**src/rtl/stage_memory0_arb_pkg.sv**
```systemverilog
// stage_memory0_arb_pkg: shared exception-cause encodings and helpers for memory stage 0.
// Latency: n/a (types and pure functions only).
// Backpressure: n/a.
package stage_memory0_arb_pkg;

  // Exception causes carried down the pipe; misalign codes follow the RISC-V mcause values.
  typedef enum logic [3:0] {
    ECAUSE_NONE            = 4'd0,
    ECAUSE_ILLEGAL_INSN    = 4'd2,
    ECAUSE_LOAD_MISALIGN   = 4'd4,
    ECAUSE_LOAD_FAULT      = 4'd5,
    ECAUSE_STORE_MISALIGN  = 4'd6,
    ECAUSE_STORE_FAULT     = 4'd7,
    ECAUSE_LOAD_PAGE_FAULT = 4'd13
  } ecause_t;

  // Access width encoding on ex_mem_width.
  localparam logic [1:0] WIDTH_BYTE = 2'd0;
  localparam logic [1:0] WIDTH_HALF = 2'd1;
  localparam logic [1:0] WIDTH_WORD = 2'd2;

  // True when the low address bits are not aligned to the access width.
  function automatic logic misaligned(input logic [1:0] width, input logic [1:0] addr_lo);
    return ((width == WIDTH_HALF) && addr_lo[0]) ||
           ((width == WIDTH_WORD) && (addr_lo != 2'b00));
  endfunction

endpackage

```
**src/rtl/stage_memory0_arb_if.sv**
```systemverilog
// stage_memory0_arb_if: execute, memory1, dcache and internal-requestor signals around memory stage 0.
// Latency: n/a (wiring only).
// Backpressure: mem0_stall towards execute, mem1_stall/dc_ready into the stage, req_grant to requestors.
interface stage_memory0_arb_if #(
  parameter int NREQ    = 2,
  parameter int PADDR_W = 27
);
  import stage_memory0_arb_pkg::*;

  // execute side
  logic                    ex_valid;
  logic                    ex_exc;
  ecause_t                 ex_exc_cause;
  logic [31:2]             ex_pc;
  logic [31:0]             ex_data0;
  logic [31:0]             ex_data1;
  logic                    ex_mem_read;
  logic                    ex_mem_write;
  logic                    ex_mem_extend;
  logic [1:0]              ex_mem_width;
  logic [4:0]              ex_wb_reg;
  logic                    mem0_stall;
  logic                    mem0_flush;

  // internal physical-address requestors
  logic [NREQ-1:0]         req_valid;
  logic [NREQ*PADDR_W-1:0] req_addr;
  logic [NREQ-1:0]         req_grant;

  // dcache read port
  logic                    dc_ready;
  logic                    mem0_dc_read;
  logic                    mem0_dc_trans;
  logic [8:0]              mem0_dc_asid;
  logic [31:2]             mem0_dc_addr;
  logic [31:0]             csr_satp;

  // memory1 side and decode forwarding
  logic [31:0]             mem0_fwd_data;
  logic                    mem0_valid;
  logic                    mem0_exc;
  ecause_t                 mem0_exc_cause;
  logic [31:2]             mem0_pc;
  logic                    mem0_read;
  logic                    mem0_write;
  logic                    mem0_extend;
  logic [1:0]              mem0_width;
  logic [31:0]             mem0_addr;
  logic [31:0]             mem0_wdata;
  logic [4:0]              mem0_wb_reg;
  logic                    mem1_stall;

  // The stage itself.
  modport slave (
    input  ex_valid, ex_exc, ex_exc_cause, ex_pc, ex_data0, ex_data1,
           ex_mem_read, ex_mem_write, ex_mem_extend, ex_mem_width, ex_wb_reg,
           mem0_flush, req_valid, req_addr, dc_ready, csr_satp, mem1_stall,
    output mem0_stall, req_grant, mem0_dc_read, mem0_dc_trans, mem0_dc_asid, mem0_dc_addr,
           mem0_fwd_data, mem0_valid, mem0_exc, mem0_exc_cause, mem0_pc, mem0_read,
           mem0_write, mem0_extend, mem0_width, mem0_addr, mem0_wdata, mem0_wb_reg
  );

  // The surrounding pipeline, requestors and dcache.
  modport master (
    output ex_valid, ex_exc, ex_exc_cause, ex_pc, ex_data0, ex_data1,
           ex_mem_read, ex_mem_write, ex_mem_extend, ex_mem_width, ex_wb_reg,
           mem0_flush, req_valid, req_addr, dc_ready, csr_satp, mem1_stall,
    input  mem0_stall, req_grant, mem0_dc_read, mem0_dc_trans, mem0_dc_asid, mem0_dc_addr,
           mem0_fwd_data, mem0_valid, mem0_exc, mem0_exc_cause, mem0_pc, mem0_read,
           mem0_write, mem0_extend, mem0_width, mem0_addr, mem0_wdata, mem0_wb_reg
  );

endinterface

```
**src/rtl/stage_memory0_arb_rr_arbiter.sv**
```systemverilog
// stage_memory0_arb_rr_arbiter: picks the first asserted request at or after ptr, wrapping around.
// Latency: combinational.
// Backpressure: none; the caller decides whether the pick is used and advances ptr.
module stage_memory0_arb_rr_arbiter #(
  parameter int N     = 2,
  parameter int IDX_W = (N > 1) ? $clog2(N) : 1
) (
  input  logic [N-1:0]     req,
  input  logic [IDX_W-1:0] ptr,
  output logic [N-1:0]     grant,
  output logic [IDX_W-1:0] idx,
  output logic             any
);

  logic [IDX_W-1:0] cand;

  // Scan from ptr upwards (mod N) and keep the first hit.
  always_comb begin
    grant = '0;
    idx   = '0;
    any   = 1'b0;
    cand  = '0;
    for (int k = 0; k < N; k++) begin
      cand = IDX_W'((int'(ptr) + k) % N);
      if (!any && req[cand]) begin
        any         = 1'b1;
        idx         = cand;
        grant[cand] = 1'b1;
      end
    end
  end

endmodule

```
**src/rtl/stage_memory0_arb.sv**
```systemverilog
// stage_memory0_arb: memory-stage-0 pipeline register plus dcache read-port arbiter (optional MEM0_MISALIGN_EN).
// Latency: payload registered with 1 cycle latency; arbitration and dcache strobe are combinational.
// Backpressure: stalls execute on mem1_stall or a lost/blocked dcache access; requestors only see one-hot grants.
module stage_memory0_arb #(
  parameter int NREQ       = 2,
  parameter int PADDR_W    = 27,
  parameter int STARVE_MAX = 4
) (
  input  logic              clk_core,
  input  logic              reset_n,
  stage_memory0_arb_if.slave bus
);
  import stage_memory0_arb_pkg::*;

  localparam int IDX_W = (NREQ > 1) ? $clog2(NREQ) : 1;

  // held instruction
  logic        valid_q;
  logic        exc_q;
  ecause_t     cause_q;
  logic [31:2] pc_q;
  logic        read_q;
  logic        write_q;
  logic        extend_q;
  logic [1:0]  width_q;
  logic [31:0] addr_q;
  logic [31:0] wdata_q;
  logic [4:0]  wb_reg_q;

  // arbitration state
  logic [IDX_W-1:0] rr_ptr;
  logic [IDX_W-1:0] rr_ptr_nxt;
  logic [3:0]       starve_cnt;
  logic [3:0]       starve_nxt;

  logic             need;
  logic             pipe_prio;
  logic             pipe_sel;
  logic             pipe_win;
  logic             int_win;
  logic             stall;
  logic [NREQ-1:0]  rr_grant;
  logic [IDX_W-1:0] rr_idx;
  logic             rr_any;
  logic [PADDR_W-1:0] req_word;

  // values captured at load time
  logic             ld_exc;
  ecause_t          ld_cause;

  logic unused_satp;
  assign unused_satp = ^{bus.csr_satp[31], bus.csr_satp[21:0]};

  stage_memory0_arb_rr_arbiter #(.N(NREQ), .IDX_W(IDX_W)) u_rr (
    .req   (bus.req_valid),
    .ptr   (rr_ptr),
    .grant (rr_grant),
    .idx   (rr_idx),
    .any   (rr_any)
  );

  assign need      = valid_q & (read_q | write_q) & ~exc_q;
  assign pipe_prio = (starve_cnt == 4'(STARVE_MAX));

  // Decide the dcache winner; nothing is granted while the dcache is busy.
  always_comb begin
    int_win  = 1'b0;
    pipe_sel = 1'b0;
    if (bus.dc_ready) begin
      if (need && pipe_prio) begin
        pipe_sel = 1'b1;
      end else if (rr_any) begin
        int_win = 1'b1;
      end else if (need) begin
        pipe_sel = 1'b1;
      end
    end
  end

  // A pipeline win is only useful if memory1 can take the access next cycle.
  assign pipe_win = pipe_sel & ~bus.mem1_stall;
  assign stall    = valid_q & ~bus.mem0_flush & (bus.mem1_stall | (need & ~pipe_win));

  // Select the granted requestor's word address (grant is one-hot).
  always_comb begin
    req_word = '0;
    for (int i = 0; i < NREQ; i++) begin
      req_word = req_word | (bus.req_addr[i*PADDR_W +: PADDR_W] & {PADDR_W{rr_grant[i]}});
    end
  end

  // Drive the dcache port and requestor grants.
  always_comb begin
    bus.req_grant     = int_win ? rr_grant : '0;
    bus.mem0_dc_read  = int_win | pipe_win;
    bus.mem0_dc_trans = pipe_win;
    bus.mem0_dc_addr  = '0;
    if (pipe_win) begin
      bus.mem0_dc_addr = addr_q[31:2];
    end else if (int_win) begin
      bus.mem0_dc_addr = 30'(req_word);
    end
  end

  // Next round-robin pointer and starvation count.
  always_comb begin
    rr_ptr_nxt = rr_ptr;
    starve_nxt = starve_cnt;
    if (int_win) begin
      rr_ptr_nxt = (rr_idx == IDX_W'(NREQ - 1)) ? '0 : rr_idx + 1'b1;
    end
    if (pipe_win || !need) begin
      starve_nxt = '0;
    end else if (int_win && !pipe_prio) begin
      starve_nxt = starve_cnt + 4'd1;
    end
  end

  // Exception status captured with the incoming instruction.
`ifdef MEM0_MISALIGN_EN
  logic misal;
  assign misal = bus.ex_valid & (bus.ex_mem_read | bus.ex_mem_write) & ~bus.ex_exc &
                 misaligned(bus.ex_mem_width, bus.ex_data0[1:0]);

  always_comb begin
    ld_exc   = bus.ex_exc | misal;
    ld_cause = bus.ex_exc_cause;
    if (misal) begin
      ld_cause = bus.ex_mem_write ? ECAUSE_STORE_MISALIGN : ECAUSE_LOAD_MISALIGN;
    end
  end
`else
  always_comb begin
    ld_exc   = bus.ex_exc;
    ld_cause = bus.ex_exc_cause;
  end
`endif

  // Arbitration state registers.
  always_ff @(posedge clk_core) begin
    if (!reset_n) begin
      rr_ptr     <= '0;
      starve_cnt <= '0;
    end else begin
      rr_ptr     <= rr_ptr_nxt;
      starve_cnt <= starve_nxt;
    end
  end

  // Pipeline register: flush beats stall beats load.
  always_ff @(posedge clk_core) begin
    if (!reset_n) begin
      valid_q  <= 1'b0;
      exc_q    <= 1'b0;
      cause_q  <= ECAUSE_NONE;
      pc_q     <= '0;
      read_q   <= 1'b0;
      write_q  <= 1'b0;
      extend_q <= 1'b0;
      width_q  <= '0;
      addr_q   <= '0;
      wdata_q  <= '0;
      wb_reg_q <= '0;
    end else if (bus.mem0_flush) begin
      valid_q <= 1'b0;
    end else if (!stall) begin
      valid_q  <= bus.ex_valid;
      exc_q    <= ld_exc;
      cause_q  <= ld_cause;
      pc_q     <= bus.ex_pc;
      read_q   <= bus.ex_mem_read;
      write_q  <= bus.ex_mem_write;
      extend_q <= bus.ex_mem_extend;
      width_q  <= bus.ex_mem_width;
      addr_q   <= bus.ex_data0;
      wdata_q  <= bus.ex_data1;
      wb_reg_q <= bus.ex_wb_reg;
    end
  end

  assign bus.mem0_stall     = stall;
  assign bus.mem0_dc_asid   = bus.csr_satp[30:22];
  assign bus.mem0_fwd_data  = addr_q;
  assign bus.mem0_valid     = valid_q;
  assign bus.mem0_exc       = exc_q;
  assign bus.mem0_exc_cause = cause_q;
  assign bus.mem0_pc        = pc_q;
  assign bus.mem0_read      = read_q;
  assign bus.mem0_write     = write_q;
  assign bus.mem0_extend    = extend_q;
  assign bus.mem0_width     = width_q;
  assign bus.mem0_addr      = addr_q;
  assign bus.mem0_wdata     = wdata_q;
  assign bus.mem0_wb_reg    = wb_reg_q;

endmodule

```
**src/flat_wrapper.sv**
```systemverilog
// flat-port wrapper written by rule: the top's interface ports become plain ports
module stage_memory0_arb_flat import stage_memory0_arb_pkg::*;
#(
  parameter int NREQ       = 2,
  parameter int PADDR_W    = 27,
  parameter int STARVE_MAX = 4
)
  (clk_core, reset_n, bus_ex_valid, bus_ex_exc, bus_ex_exc_cause, bus_ex_pc, bus_ex_data0, bus_ex_data1, bus_ex_mem_read, bus_ex_mem_write, bus_ex_mem_extend, bus_ex_mem_width, bus_ex_wb_reg, bus_mem0_flush, bus_req_valid, bus_req_addr, bus_dc_ready, bus_csr_satp, bus_mem1_stall, bus_mem0_stall, bus_req_grant, bus_mem0_dc_read, bus_mem0_dc_trans, bus_mem0_dc_asid, bus_mem0_dc_addr, bus_mem0_fwd_data, bus_mem0_valid, bus_mem0_exc, bus_mem0_exc_cause, bus_mem0_pc, bus_mem0_read, bus_mem0_write, bus_mem0_extend, bus_mem0_width, bus_mem0_addr, bus_mem0_wdata, bus_mem0_wb_reg);
  stage_memory0_arb_if #(.NREQ(NREQ), .PADDR_W(PADDR_W)) bus_i ();
  input  logic clk_core;
  input  logic reset_n;
  input wire logic [$bits(bus_i.ex_valid)-1:0] bus_ex_valid;
  input wire logic [$bits(bus_i.ex_exc)-1:0] bus_ex_exc;
  input wire logic [$bits(bus_i.ex_exc_cause)-1:0] bus_ex_exc_cause;
  input wire logic [$bits(bus_i.ex_pc)-1:0] bus_ex_pc;
  input wire logic [$bits(bus_i.ex_data0)-1:0] bus_ex_data0;
  input wire logic [$bits(bus_i.ex_data1)-1:0] bus_ex_data1;
  input wire logic [$bits(bus_i.ex_mem_read)-1:0] bus_ex_mem_read;
  input wire logic [$bits(bus_i.ex_mem_write)-1:0] bus_ex_mem_write;
  input wire logic [$bits(bus_i.ex_mem_extend)-1:0] bus_ex_mem_extend;
  input wire logic [$bits(bus_i.ex_mem_width)-1:0] bus_ex_mem_width;
  input wire logic [$bits(bus_i.ex_wb_reg)-1:0] bus_ex_wb_reg;
  input wire logic [$bits(bus_i.mem0_flush)-1:0] bus_mem0_flush;
  input wire logic [$bits(bus_i.req_valid)-1:0] bus_req_valid;
  input wire logic [$bits(bus_i.req_addr)-1:0] bus_req_addr;
  input wire logic [$bits(bus_i.dc_ready)-1:0] bus_dc_ready;
  input wire logic [$bits(bus_i.csr_satp)-1:0] bus_csr_satp;
  input wire logic [$bits(bus_i.mem1_stall)-1:0] bus_mem1_stall;
  output wire logic [$bits(bus_i.mem0_stall)-1:0] bus_mem0_stall;
  output wire logic [$bits(bus_i.req_grant)-1:0] bus_req_grant;
  output wire logic [$bits(bus_i.mem0_dc_read)-1:0] bus_mem0_dc_read;
  output wire logic [$bits(bus_i.mem0_dc_trans)-1:0] bus_mem0_dc_trans;
  output wire logic [$bits(bus_i.mem0_dc_asid)-1:0] bus_mem0_dc_asid;
  output wire logic [$bits(bus_i.mem0_dc_addr)-1:0] bus_mem0_dc_addr;
  output wire logic [$bits(bus_i.mem0_fwd_data)-1:0] bus_mem0_fwd_data;
  output wire logic [$bits(bus_i.mem0_valid)-1:0] bus_mem0_valid;
  output wire logic [$bits(bus_i.mem0_exc)-1:0] bus_mem0_exc;
  output wire logic [$bits(bus_i.mem0_exc_cause)-1:0] bus_mem0_exc_cause;
  output wire logic [$bits(bus_i.mem0_pc)-1:0] bus_mem0_pc;
  output wire logic [$bits(bus_i.mem0_read)-1:0] bus_mem0_read;
  output wire logic [$bits(bus_i.mem0_write)-1:0] bus_mem0_write;
  output wire logic [$bits(bus_i.mem0_extend)-1:0] bus_mem0_extend;
  output wire logic [$bits(bus_i.mem0_width)-1:0] bus_mem0_width;
  output wire logic [$bits(bus_i.mem0_addr)-1:0] bus_mem0_addr;
  output wire logic [$bits(bus_i.mem0_wdata)-1:0] bus_mem0_wdata;
  output wire logic [$bits(bus_i.mem0_wb_reg)-1:0] bus_mem0_wb_reg;
  assign bus_i.ex_valid = bus_ex_valid;
  assign bus_i.ex_exc = bus_ex_exc;
  assign bus_i.ex_exc_cause = bus_ex_exc_cause;
  assign bus_i.ex_pc = bus_ex_pc;
  assign bus_i.ex_data0 = bus_ex_data0;
  assign bus_i.ex_data1 = bus_ex_data1;
  assign bus_i.ex_mem_read = bus_ex_mem_read;
  assign bus_i.ex_mem_write = bus_ex_mem_write;
  assign bus_i.ex_mem_extend = bus_ex_mem_extend;
  assign bus_i.ex_mem_width = bus_ex_mem_width;
  assign bus_i.ex_wb_reg = bus_ex_wb_reg;
  assign bus_i.mem0_flush = bus_mem0_flush;
  assign bus_i.req_valid = bus_req_valid;
  assign bus_i.req_addr = bus_req_addr;
  assign bus_i.dc_ready = bus_dc_ready;
  assign bus_i.csr_satp = bus_csr_satp;
  assign bus_i.mem1_stall = bus_mem1_stall;
  assign bus_mem0_stall = bus_i.mem0_stall;
  assign bus_req_grant = bus_i.req_grant;
  assign bus_mem0_dc_read = bus_i.mem0_dc_read;
  assign bus_mem0_dc_trans = bus_i.mem0_dc_trans;
  assign bus_mem0_dc_asid = bus_i.mem0_dc_asid;
  assign bus_mem0_dc_addr = bus_i.mem0_dc_addr;
  assign bus_mem0_fwd_data = bus_i.mem0_fwd_data;
  assign bus_mem0_valid = bus_i.mem0_valid;
  assign bus_mem0_exc = bus_i.mem0_exc;
  assign bus_mem0_exc_cause = bus_i.mem0_exc_cause;
  assign bus_mem0_pc = bus_i.mem0_pc;
  assign bus_mem0_read = bus_i.mem0_read;
  assign bus_mem0_write = bus_i.mem0_write;
  assign bus_mem0_extend = bus_i.mem0_extend;
  assign bus_mem0_width = bus_i.mem0_width;
  assign bus_mem0_addr = bus_i.mem0_addr;
  assign bus_mem0_wdata = bus_i.mem0_wdata;
  assign bus_mem0_wb_reg = bus_i.mem0_wb_reg;
  stage_memory0_arb #(.NREQ(NREQ), .PADDR_W(PADDR_W), .STARVE_MAX(STARVE_MAX)) u_core (.clk_core(clk_core), .reset_n(reset_n), .bus(bus_i));
endmodule
```
**config.mk**
```make
export PLATFORM = sky130hd
export DESIGN_NAME = stage_memory0_arb_flat
export DESIGN_NICKNAME = d
export VERILOG_FILES = /design/src/rtl/stage_memory0_arb_pkg.sv /design/src/rtl/stage_memory0_arb_if.sv /design/src/rtl/stage_memory0_arb_rr_arbiter.sv /design/src/rtl/stage_memory0_arb.sv /design/src/flat_wrapper.sv
export SDC_FILE = /design/constraint.sdc
export NUM_CORES = 1
export LEC_CHECK = 0
export CORE_AREA = 3 3 152 154
export DETAILED_ROUTE_END_ITERATION = 16
export DIE_AREA = 0 0 155 157
export MAX_ROUTING_LAYER = met4
export SYNTH_ARGS = -nofsm -noshare
export SYNTH_HDL_FRONTEND = slang
export SYNTH_HIERARCHICAL = 1
export SYNTH_SLANG_ARGS = --single-unit
```
**constraint.sdc**
```tcl
create_clock -name clk_core -period 1.75 [get_ports clk_core]
set_input_delay 0.175 -clock clk_core [delete_from_list [all_inputs] [get_ports clk_core]]
set_output_delay 0.175 -clock clk_core [all_outputs]
set_load 0.05 [all_outputs]
```
==> reports/metrics.yaml <==
timing:
  rsz0062_at_grt: "true"
  setup_violations: 144
  fin_ws_ns: -0.654
  fin_tns_setup_ns: -34.58
  tightestPinTransition_ns: 0.539
  period_share_pct: 137
  fin_crit_ns: 2.40
  maxSlewHeadroom_pct: 64.2
  hold_viol: 0
  fin_skew_ns: 0.0135
  timing.fmax_mhz: 416
  slew_viol_final: 0
pwr:
  p_sw_mw: 2.93
  power.clock.fraction_pct: 38.8
  irDropWorstVdd_mv: 0.597
  p_leak_nw: 5.20
  p_per_area_nw_per_um2: 854
  p_seq_share_pct: 32.5
  internal-power_mw: 6.03
  switching_share_pct: 32.7
  comb_power_share_pct: 28.6
critical_path:
  slowest_delay_ns: 0.44
  crit_chain: "inv_2 -> ha_2 -> and3b_2 -> o2111a_2 -> buf_12 -> a221o_4 -> buf_12"
  end_kind: "output port"
  crit_slowest_cell: "a221o_4"
  cp_data_required_time_ns: 1.57
  path_buf_inv: 3
  rrSetupSlack_ns: -0.19
  cpMostUsedCell: "buf_12"
  critPathKind: "reg -> out"
  cpLargestDelayFamily: "compound AO/OA/AOI/OAI gates"
  critPathMaxFanout: 15
  start_kind: "flop"
  cp_data_arrival_time_ns: 2.23
floorplan:
  die_x_um: 155
  placementRows: 54
  dieArea_um2: 24300
  design.core.area_um2: 21800
  die_h_um: 157
  start_util_pct: 25.3
  io_pins: 389
detailed_routing:
  vias: 5549
  antenna_left: 0
  drtIter0Drc: 175
  routed_wl_um: 21200
  drcViolationCount: 0
  wl_per_cell_um: 16.8
  drtPass1Iterations: 4
  viasPerCell: 4.40
clocking:
  cts_tree: "built"
  clk_latency_ns: 0.41
  h-tree-depth: 4
  cts.reportedPaths.clkPinSlew_ns: 0.05
  cts_sinks: 115
  cts-root-buf: "clkbuf_16"
  holdBufCountCts: 0
  cts.path.max_buffers: 2
  cts_buffers: 17
placement:
  hpwl_um: 15900
  routabilityCongestion: 0.803
  placedCellCount: 1216
  pre_cts_slack_ns: -0.406
  io_buffers: 347
final_layout:
  drive_gt1_share_pct: 23.5
  area_growth_pct: 90.5
  final_net_count: 1171
  final_core_util_pct: 48.1
  stdcell_count: 1262
  regArea_um2: 2310
  multi_input_area_um2: 2820
  num-fill-cells: 2093
yosys:
  synth_ff_type: "dfxtp_1"
  ys_seq_elements: 115
  synth-async-reset-ratio_pct: 0
  synth_cell_types: 30
  synth_top_family_by_area: "simple AND/OR/NAND/NOR gates"
  synth_compound_area_share_pct: 6.49
  synth_nets: 838
  synth.cell_area_um2: 5510
  synthAdderAreaFrac_pct: 0.454
  synth.avg_cell_area_um2: 8.71
  seq_area_frac_synth_pct: 41.8
  synth-xor-area-share_pct: 0.477
  synth_edf_count: 0
  synthCells: 633
  synth_mux_area_share_pct: 19.8
  yosys.area_share.simple_pct: 20.4
  yosysWarnings: 6
global_route:
  overflow: 0
  grt_max_degree: 81
  antenna_found_initial: 2
  grt_usage_pct: 16.8
  grt_pass1_vias: 5566
  grt_pass1_wl_um: 31100
outcome:
  status: "complete, but fails checks"
  violations: "negative setup slack"
min_path:
  hold_path_class: "in -> reg"
run:
  cap_violations: 0
per-layer routing:
layer / routed length (um) / GRT usage (%) / vias up
li1: - / - / 2748
met1: 9180 / 20.5 / 2551
met2: 10200 / 26.9 / 234
met3: 1520 / 4.43 / 16
met4: 308 / 5.72 / 0
met5: 0 / - / -
area by class of cell:
class / count / share of cell area, %
sequential: 115 / 22.0
inverter: 5 / 0.179
timing repair buffer: 404 / 41.8
antenna: 3 / 0.0715
multi-input combinational: 423 / 26.9
tap: 280 / 3.34
clock buffer: 20 / 4.55
clock inverter: 12 / 1.16
final timing paths:
| kind | from | end | cells after the start |
|---|---|---|---|
| worst max register to register | u_core/starve_cnt[1] | u_core/bus.mem0_addr[29] | 11 |
| worst min-delay path | reset_n | u_core/rr_ptr | 2 |
| worst min register to register | u_core/bus.mem0_wdata[12] | u_core/bus.mem0_wdata[12] | 2 |
| worst max-delay path | u_core/starve_cnt[1] | bus_mem0_dc_addr[13] | 7 |
logic make-up after synthesis:
family	Yosys count
multiplexers	109
flip-flops	115
adder cells (fa/ha/maj)	2
XOR/XNOR	3
buffers and inverters	95
AND/OR/NAND/NOR	270
AO/OA/AOI/OAI	39
synthesized netlist by cell type (2+ instances only):
| cell type | instances | share of area [%] |
|---|---|---|
| a21boi_0 | 3 | 0.41 |
| a21oi_1 | 2 | 0.18 |
| a221o_1 | 27 | 4.9 |
| a31oi_1 | 2 | 0.23 |
| and2_1 | 5 | 0.57 |
| and3_1 | 27 | 3.1 |
| buf_4 | 53 | 7.2 |
| buf_6 | 4 | 0.82 |
| clkbuf_1 | 33 | 2.2 |
| dfxtp_1 | 115 | 42 |
| ha_1 | 2 | 0.45 |
| inv_1 | 5 | 0.34 |
| mux2i_1 | 109 | 20 |
| nand2_1 | 221 | 15 |
| nand3_1 | 2 | 0.18 |
| nor2_1 | 5 | 0.34 |
| nor2b_1 | 2 | 0.23 |
| or2_1 | 2 | 0.23 |
| xnor2_1 | 3 | 0.48 |
per-stage QoR:
step / instance area (um^2) / power, mW / hold WS, ns
final: 10500 / 8.96 / 0.123
after global routing: 10500 / 9.34 / 0.125
after CTS: 10300 / 9.06 / 0.102
after detailed placement: 9730 / 5.58 / 0.350
after global placement: 9730 / 5.56 / 0.350
after floorplan: 5740 / 4.49 / 0.293
power by group through the flow:
stage          Clock (mW)  Combinational, mW  Sequential [mW]
6_report             3.48               2.57             2.92
2_1_floorplan           0              0.967             3.52
3_3_place_gp            0               2.59             2.97
5_1_grt              3.71               2.69             2.94
3_5_place_dp            0               2.60             2.98
4_1_cts              3.60               2.54             2.92
cell usage in the layout (no fill, tap or decap), drive strengths merged, types with 2 or more instances in the layout:
master           n
dlymetal6s2s    23
ha               2
a21boi           3
mux2i          109
nand3            2
inv              8
o21ai            2
dlygate4sd2     64
a21oi            2
and2             5
or2              3
clkinv           4
clkdlybuf4s50  170
nand2          221
nor2b            2
clkinvlp         4
clkbuf          24
diode            3
a221o           27
nor2             5
and3            27
a31oi            2
xnor2            3
buf            143
dfxtp          115
what timing repair did:
| action | CTS | global route |
|---|---|---|
| gates resized for setup | 65 | 30 |
| buffers inserted | 0 | 7 |
| endpoints found under the hold margin | 0 | 0 |
| pin swaps | 0 | 7 |
| setup endpoints to repair | 204 | 165 |
| gates cloned | 0 | 4 |
(Power assumes the default switching activity.)
